File: config.mk
export PLATFORM = sky130hd
export DESIGN_NAME = switch_mcu_regfile_np
export DESIGN_NICKNAME = d
export VERILOG_FILES = /design/src/rtl/switch_mcu_pkg.sv /design/src/rtl/switch_mcu_regfile_rdport.sv /design/src/rtl/switch_mcu_regfile_np.sv
export SDC_FILE = /design/constraint.sdc
export NUM_CORES = 2
export LEC_CHECK = 0
export CAP_MARGIN = 10
export CELL_PAD_IN_SITES_DETAIL_PLACEMENT = 0
export CELL_PAD_IN_SITES_GLOBAL_PLACEMENT = 2
export CORE_ASPECT_RATIO = 0.7
export CORE_MARGIN = 1.5
export CORE_UTILIZATION = 50
export CTS_BUF_LIST = sky130_fd_sc_hd__clkbuf_8 sky130_fd_sc_hd__clkbuf_16
export CTS_CLUSTER_SIZE = 30
export DETAILED_ROUTE_END_ITERATION = 16
export PLACE_DENSITY = 0.9
export SYNTH_ARGS = -nofsm -noshare
export SYNTH_HDL_FRONTEND = slang
export SYNTH_SLANG_ARGS = --single-unit
File: constraint.sdc
create_clock -name in_clk -period 6.65 [get_ports in_clk]
set_clock_uncertainty 0.05 [all_clocks]
set_input_delay 1.33 -clock in_clk [delete_from_list [all_inputs] [get_ports in_clk]]
set_output_delay 1.33 -clock in_clk [all_outputs]
set_load 0.01 [all_outputs]
File: src/rtl/switch_mcu_pkg.sv
// switch_mcu_pkg: shared defaults and helpers for the switch MCU register file.
package switch_mcu_pkg;
  localparam int DATA_W_DEF = 32;
  localparam int ADDR_W_DEF = 5;
  localparam int ZERO_ADDR  = 0;
  function automatic logic [7:0] merge_byte(input logic [7:0] old_b, input logic [7:0] new_b, input logic en);
    return en ? new_b : old_b;
  endfunction
endpackage

File: src/rtl/switch_mcu_regfile_rdport.sv
// switch_mcu_regfile_rdport: one read port with write bypass and registered data/busy.
module switch_mcu_regfile_rdport #(
  parameter int DATA_W = 32,
  parameter int ADDR_W = 5,
  parameter int BYPASS = 1
) (
  input  logic              in_clk,
  input  logic              in_rst,
  input  logic              i_ren,
  input  logic [ADDR_W-1:0] i_raddr,
  input  logic              i_wen,
  input  logic [ADDR_W-1:0] i_waddr,
  input  logic [DATA_W-1:0] i_wdata,
  input  logic [DATA_W-1:0] i_old_data,
  input  logic              i_old_busy,
  output logic [DATA_W-1:0] o_rdata,
  output logic              o_rbusy
);
  logic              w_hit;
  logic [DATA_W-1:0] r_data;
  logic              r_busy;
  // a bypassed write also retires the producer, so busy drops on a hit
  assign w_hit = (BYPASS != 0) && i_wen && (i_waddr == i_raddr);
  always_ff @(posedge in_clk or negedge in_rst)
    if (!in_rst) begin
      r_data <= '0;
      r_busy <= 1'b0;
    end else begin
      r_data <= i_ren ? (w_hit ? i_wdata : i_old_data) : '0;
      r_busy <= i_ren && !w_hit && i_old_busy;
    end
  assign o_rdata = r_data;
  assign o_rbusy = r_busy;
endmodule

File: src/rtl/switch_mcu_regfile_np.sv
// switch_mcu_regfile_np: parametrised multi-read-port register file with byte-enable
// writes, optional zero register, optional bypass and a pending scoreboard.
module switch_mcu_regfile_np
  import switch_mcu_pkg::*;
#(
  parameter int DATA_W   = DATA_W_DEF,
  parameter int ADDR_W   = ADDR_W_DEF,
  parameter int NUM_RD   = 2,
  parameter int ZERO_REG = 1,
  parameter int BYPASS   = 1
) (
  input  logic                     in_clk,
  input  logic                     in_rst,
  input  logic                     in_wen,
  input  logic [ADDR_W-1:0]        in_waddr,
  input  logic [DATA_W-1:0]        in_wdata,
  input  logic [DATA_W/8-1:0]      in_wbe,
  input  logic [NUM_RD-1:0]        in_ren,
  input  logic [NUM_RD*ADDR_W-1:0] in_raddr,
  output logic [NUM_RD*DATA_W-1:0] out_rdata,
  output logic [NUM_RD-1:0]        out_rbusy,
  input  logic                     in_rsv_en,
  input  logic [ADDR_W-1:0]        in_rsv_addr,
  output logic [2**ADDR_W-1:0]     out_pending
);
  localparam int DEPTH = 2**ADDR_W;
  logic [DATA_W-1:0] r_mem [DEPTH];
  logic [DEPTH-1:0]  r_pending;
  logic [DEPTH-1:0]  w_pend_clr;
  logic [DATA_W-1:0] w_merged;
  logic              w_wr;
  logic              w_rsv;
  // the zero register swallows both writes and reservations
  assign w_wr  = in_wen && !(ZERO_REG != 0 && in_waddr == ADDR_W'(ZERO_ADDR));
  assign w_rsv = in_rsv_en && !(ZERO_REG != 0 && in_rsv_addr == ADDR_W'(ZERO_ADDR));
  assign w_pend_clr = r_pending & ~(w_wr ? DEPTH'(1) << in_waddr : '0);
  for (genvar b = 0; b < DATA_W/8; b++) begin : g_be
    assign w_merged[b*8 +: 8] = merge_byte(r_mem[in_waddr][b*8 +: 8], in_wdata[b*8 +: 8], in_wbe[b]);
  end
  always_ff @(posedge in_clk or negedge in_rst)
    if (!in_rst) begin
      r_mem     <= '{default: '0};
      r_pending <= '0;
    end else begin
      if (w_wr) r_mem[in_waddr] <= w_merged;
      r_pending <= w_pend_clr | (w_rsv ? DEPTH'(1) << in_rsv_addr : '0);
    end
  assign out_pending = r_pending;
  for (genvar p = 0; p < NUM_RD; p++) begin : g_rd
    logic [ADDR_W-1:0] w_ra;
    assign w_ra = in_raddr[p*ADDR_W +: ADDR_W];
    switch_mcu_regfile_rdport #(.DATA_W(DATA_W), .ADDR_W(ADDR_W), .BYPASS(BYPASS)) u_rd (
      .in_clk    (in_clk),
      .in_rst    (in_rst),
      .i_ren     (in_ren[p]),
      .i_raddr   (w_ra),
      .i_wen     (w_wr),
      .i_waddr   (in_waddr),
      .i_wdata   (w_merged),
      .i_old_data(r_mem[w_ra]),
      .i_old_busy(r_pending[w_ra]),
      .o_rdata   (out_rdata[p*DATA_W +: DATA_W]),
      .o_rbusy   (out_rbusy[p])
    );
  end
endmodule

==> impl_metrics.json <==
{
  "synth_cell_types": 80,
  "grt_usage_pct": 34.6,
  "synth.top_cell.area_share_pct": 41.7,
  "fillers": 10700,
  "vias_per_cell": 7.24,
  "hold_buffers": 0,
  "rows": 112,
  "p_sw_share_pct": 30.2,
  "comb_power_share_pct": 24.6,
  "synthCells": 4851,
  "clk_latency_ps": 760,
  "yosysWarnings": 0,
  "dpl_cell_area_sq_um": 70800,
  "timing.final.crit_share_pct": 71.0,
  "dp_cells": 6402,
  "drtPass1Iterations": 5,
  "die_width_microns": 442,
  "cts.sinks": 1122,
  "drt_first_iter_violations": 6151,
  "core_sq_um": 133000,
  "worstHoldPathType": "register to register",
  "die-area_sq_um": 137000,
  "dp_hpwl_microns": 143000,
  "crit_arrival_ps": 5360,
  "place_congestion": 0.873,
  "p_leak_nw": 31.7,
  "switching_power_mw": 6.62,
  "cap_viol_max_count": 0,
  "worst_setup_path_start_kind": "primary input",
  "cts_setup_buffers": 0,
  "critical_path_class": "primary input to register",
  "yosys-top-cells-count": "1122 x dfrtp_1, 923 x mux2_2, 646 x mux4_2, 407 x mux2i_1, 284 x clkbuf_1",
  "htree_levels": 3,
  "syn_avg_cell_area_sq_um": 13.9,
  "internal_power_mw": 15.3,
  "end_kind": "register",
  "overflow": 0,
  "clk_path_buf_depth": 3,
  "peakVddDrop_uv": 225,
  "setup_tns_ps": 0,
  "cts_resized": 0,
  "routed-via-count": 47900,
  "tightest_slew_ps": 1390,
  "ioPinCount": 160,
  "yosys.area.top_type": "dfrtp_1",
  "antenna_left": 0,
  "p_per_area_nw_per_um2": 293,
  "finalHoldViolCount": 0,
  "synth-async-reset-ratio_pct": 100,
  "drcViolationCount": 0,
  "wl_per_cell_microns": 35.9,
  "multiInputGateArea_sq_um": 37000,
  "grt_max_degree": 183,
  "numPortBuffers": 159,
  "cts_tree": "built",
  "clkPwrFrac_pct": 31.9,
  "drive_gt1_share_pct": 42.0,
  "ys_top_cells_by_area": "dfrtp_1 42%, mux4_2 22%, mux2_2 15%",
  "antenna_found_initial": 6,
  "slew-limit-headroom_pct": 7.05,
  "start_util_pct": 50.5,
  "setup_viol": 0,
  "final_cell_area_sq_um": 74900,
  "finalMaxSlewViolations": 0,
  "critical_path.max_fanout": 18,
  "wl_microns": 238000,
  "crit_required_ps": 7290,
  "fp.dieH_microns": 310,
  "grt_pass1_wl_microns": 345000,
  "syn-cell-area_sq_um": 67300,
  "fin_crit_ps": 4720,
  "register_area_sq_um": 28100,
  "seq_power_share_pct": 43.5,
  "synth_most_common_cell": "dfrtp_1",
  "status": "complete, no violations",
  "yosysSeqAreaShare_pct": 41.7,
  "syn_to_final_growth_pct": 11.3,
  "stdcell_count": 6622,
  "rsz0062_at_grt": "no",
  "synth_top_flop_cell": "dfrtp_1",
  "clockRootBuffer": "clkbuf_16",
  "synth_edf_count": 0,
  "grt_pass1_vias": 47100,
  "clk_pin_slew_ps": 60,
  "syn_nets": 4913,
  "final_net_count": 4817,
  "fmax_mhz": 212,
  "numCtsBuffers": 113,
  "synth-seq-cells": 1122
}
-- path summary, 6_finish.rpt --
path | from | endpoint | cells after the start | slack, ps
worst max-delay path | in_waddr[3] | r_mem[431] | 8 | 1930
worst min-delay path | r_mem[993] | r_mem[993] | 0 | 370
worst max register to register | r_mem[526] | g_rd[1].u_rd.o_rdata[14] | 5 | 3650
worst min register to register | r_mem[993] | r_mem[993] | 0 | 370
max in group asynchronous | in_rst | r_mem[261] | 2 | 4300
min in group asynchronous | in_rst | r_mem[986] | 1 | 570
-- worst max-delay path: stages --
cell and delay (ps):
clkdlybuf4s50_1 780, or4b_2 1120, buf_4 310, o22ai_1 130, nor4_1 80, a32oi_1 1010
buf_4 390, mux2_2 180
-- registers in the layout, summed over array words and instances (netlist names) --
register	cells
out_pending	32
r_mem	1024
g_rd.u_rd.o_rbusy	2
g_rd.u_rd.o_rdata	64
-- layout make-up --
type | instances | area share, %
antenna | 4 | 0.0134
clock buffer | 144 | 4.36
clock inverter | 67 | 1.01
inverter | 31 | 0.155
multi-input combinational | 3144 | 49.4
sequential | 1122 | 37.5
tap | 1767 | 2.95
timing repair buffer | 343 | 4.66
-- metal layers --
layer	vias up	global-route usage, %	share of wire [%]
met4	6	12.6	4.2
li1	18900	-	-
met1	25400	48.3	40
met5	-	0	0.018
met3	538	11.8	12
met2	3065	50.4	43
-- power by group through the flow --
stage | logic, mW | registers, mW | clock network, mW
4_1_cts | 5.35 | 9.47 | 7.06
3_5_place_dp | 5.33 | 9.58 | 0
2_1_floorplan | 3.94 | 9.14 | 0
5_1_grt | 5.73 | 9.71 | 7.32
3_3_place_gp | 5.23 | 9.48 | 0
6_report | 5.40 | 9.55 | 7.01
-- kinds of logic (layout without fill, tap and decap cells) --
family                 Yosys count  after routing  synth area share [%]
multiplexers                  1976           1976                  43.1
other                            0              4                     0
AO/OA/AOI/OAI                  671            671                  7.43
XOR/XNOR                        10             10                 0.130
buffers and inverters          585            585                  3.94
flip-flops                    1122           1122                  41.7
AND/OR/NAND/NOR                487            487                  3.70
-- metrics by stage --
stage | utilization (%) | power, mW | worst slack [ps] | hold slack, ps
after detailed placement | 53.1 | 14.9 | 1300 | 357
after floorplan | - | 13.1 | 2940 | 408
after global placement | 53.1 | 14.7 | 1330 | 352
final | 56.2 | 22.0 | 1930 | 372
after global routing | 56.1 | 22.8 | 1790 | 384
after CTS | 56.1 | 21.9 | 2080 | 371
-- placed cells by master (no fill, tap or decap), drive strengths merged, types with 53 or more instances in the layout --
master and n:
mux4 646, nand2 178, mux2i 407, nor2b 117
dfrtp 1122, a22oi 58, o22ai 53, a221o 55
buf 195, a21oi 59, clkbuf 146, mux2 923
nor2 66, a211oi 154, clkdlybuf4s50 146, o21ai 95
Note: power is estimated with default switching activity, not from simulation.
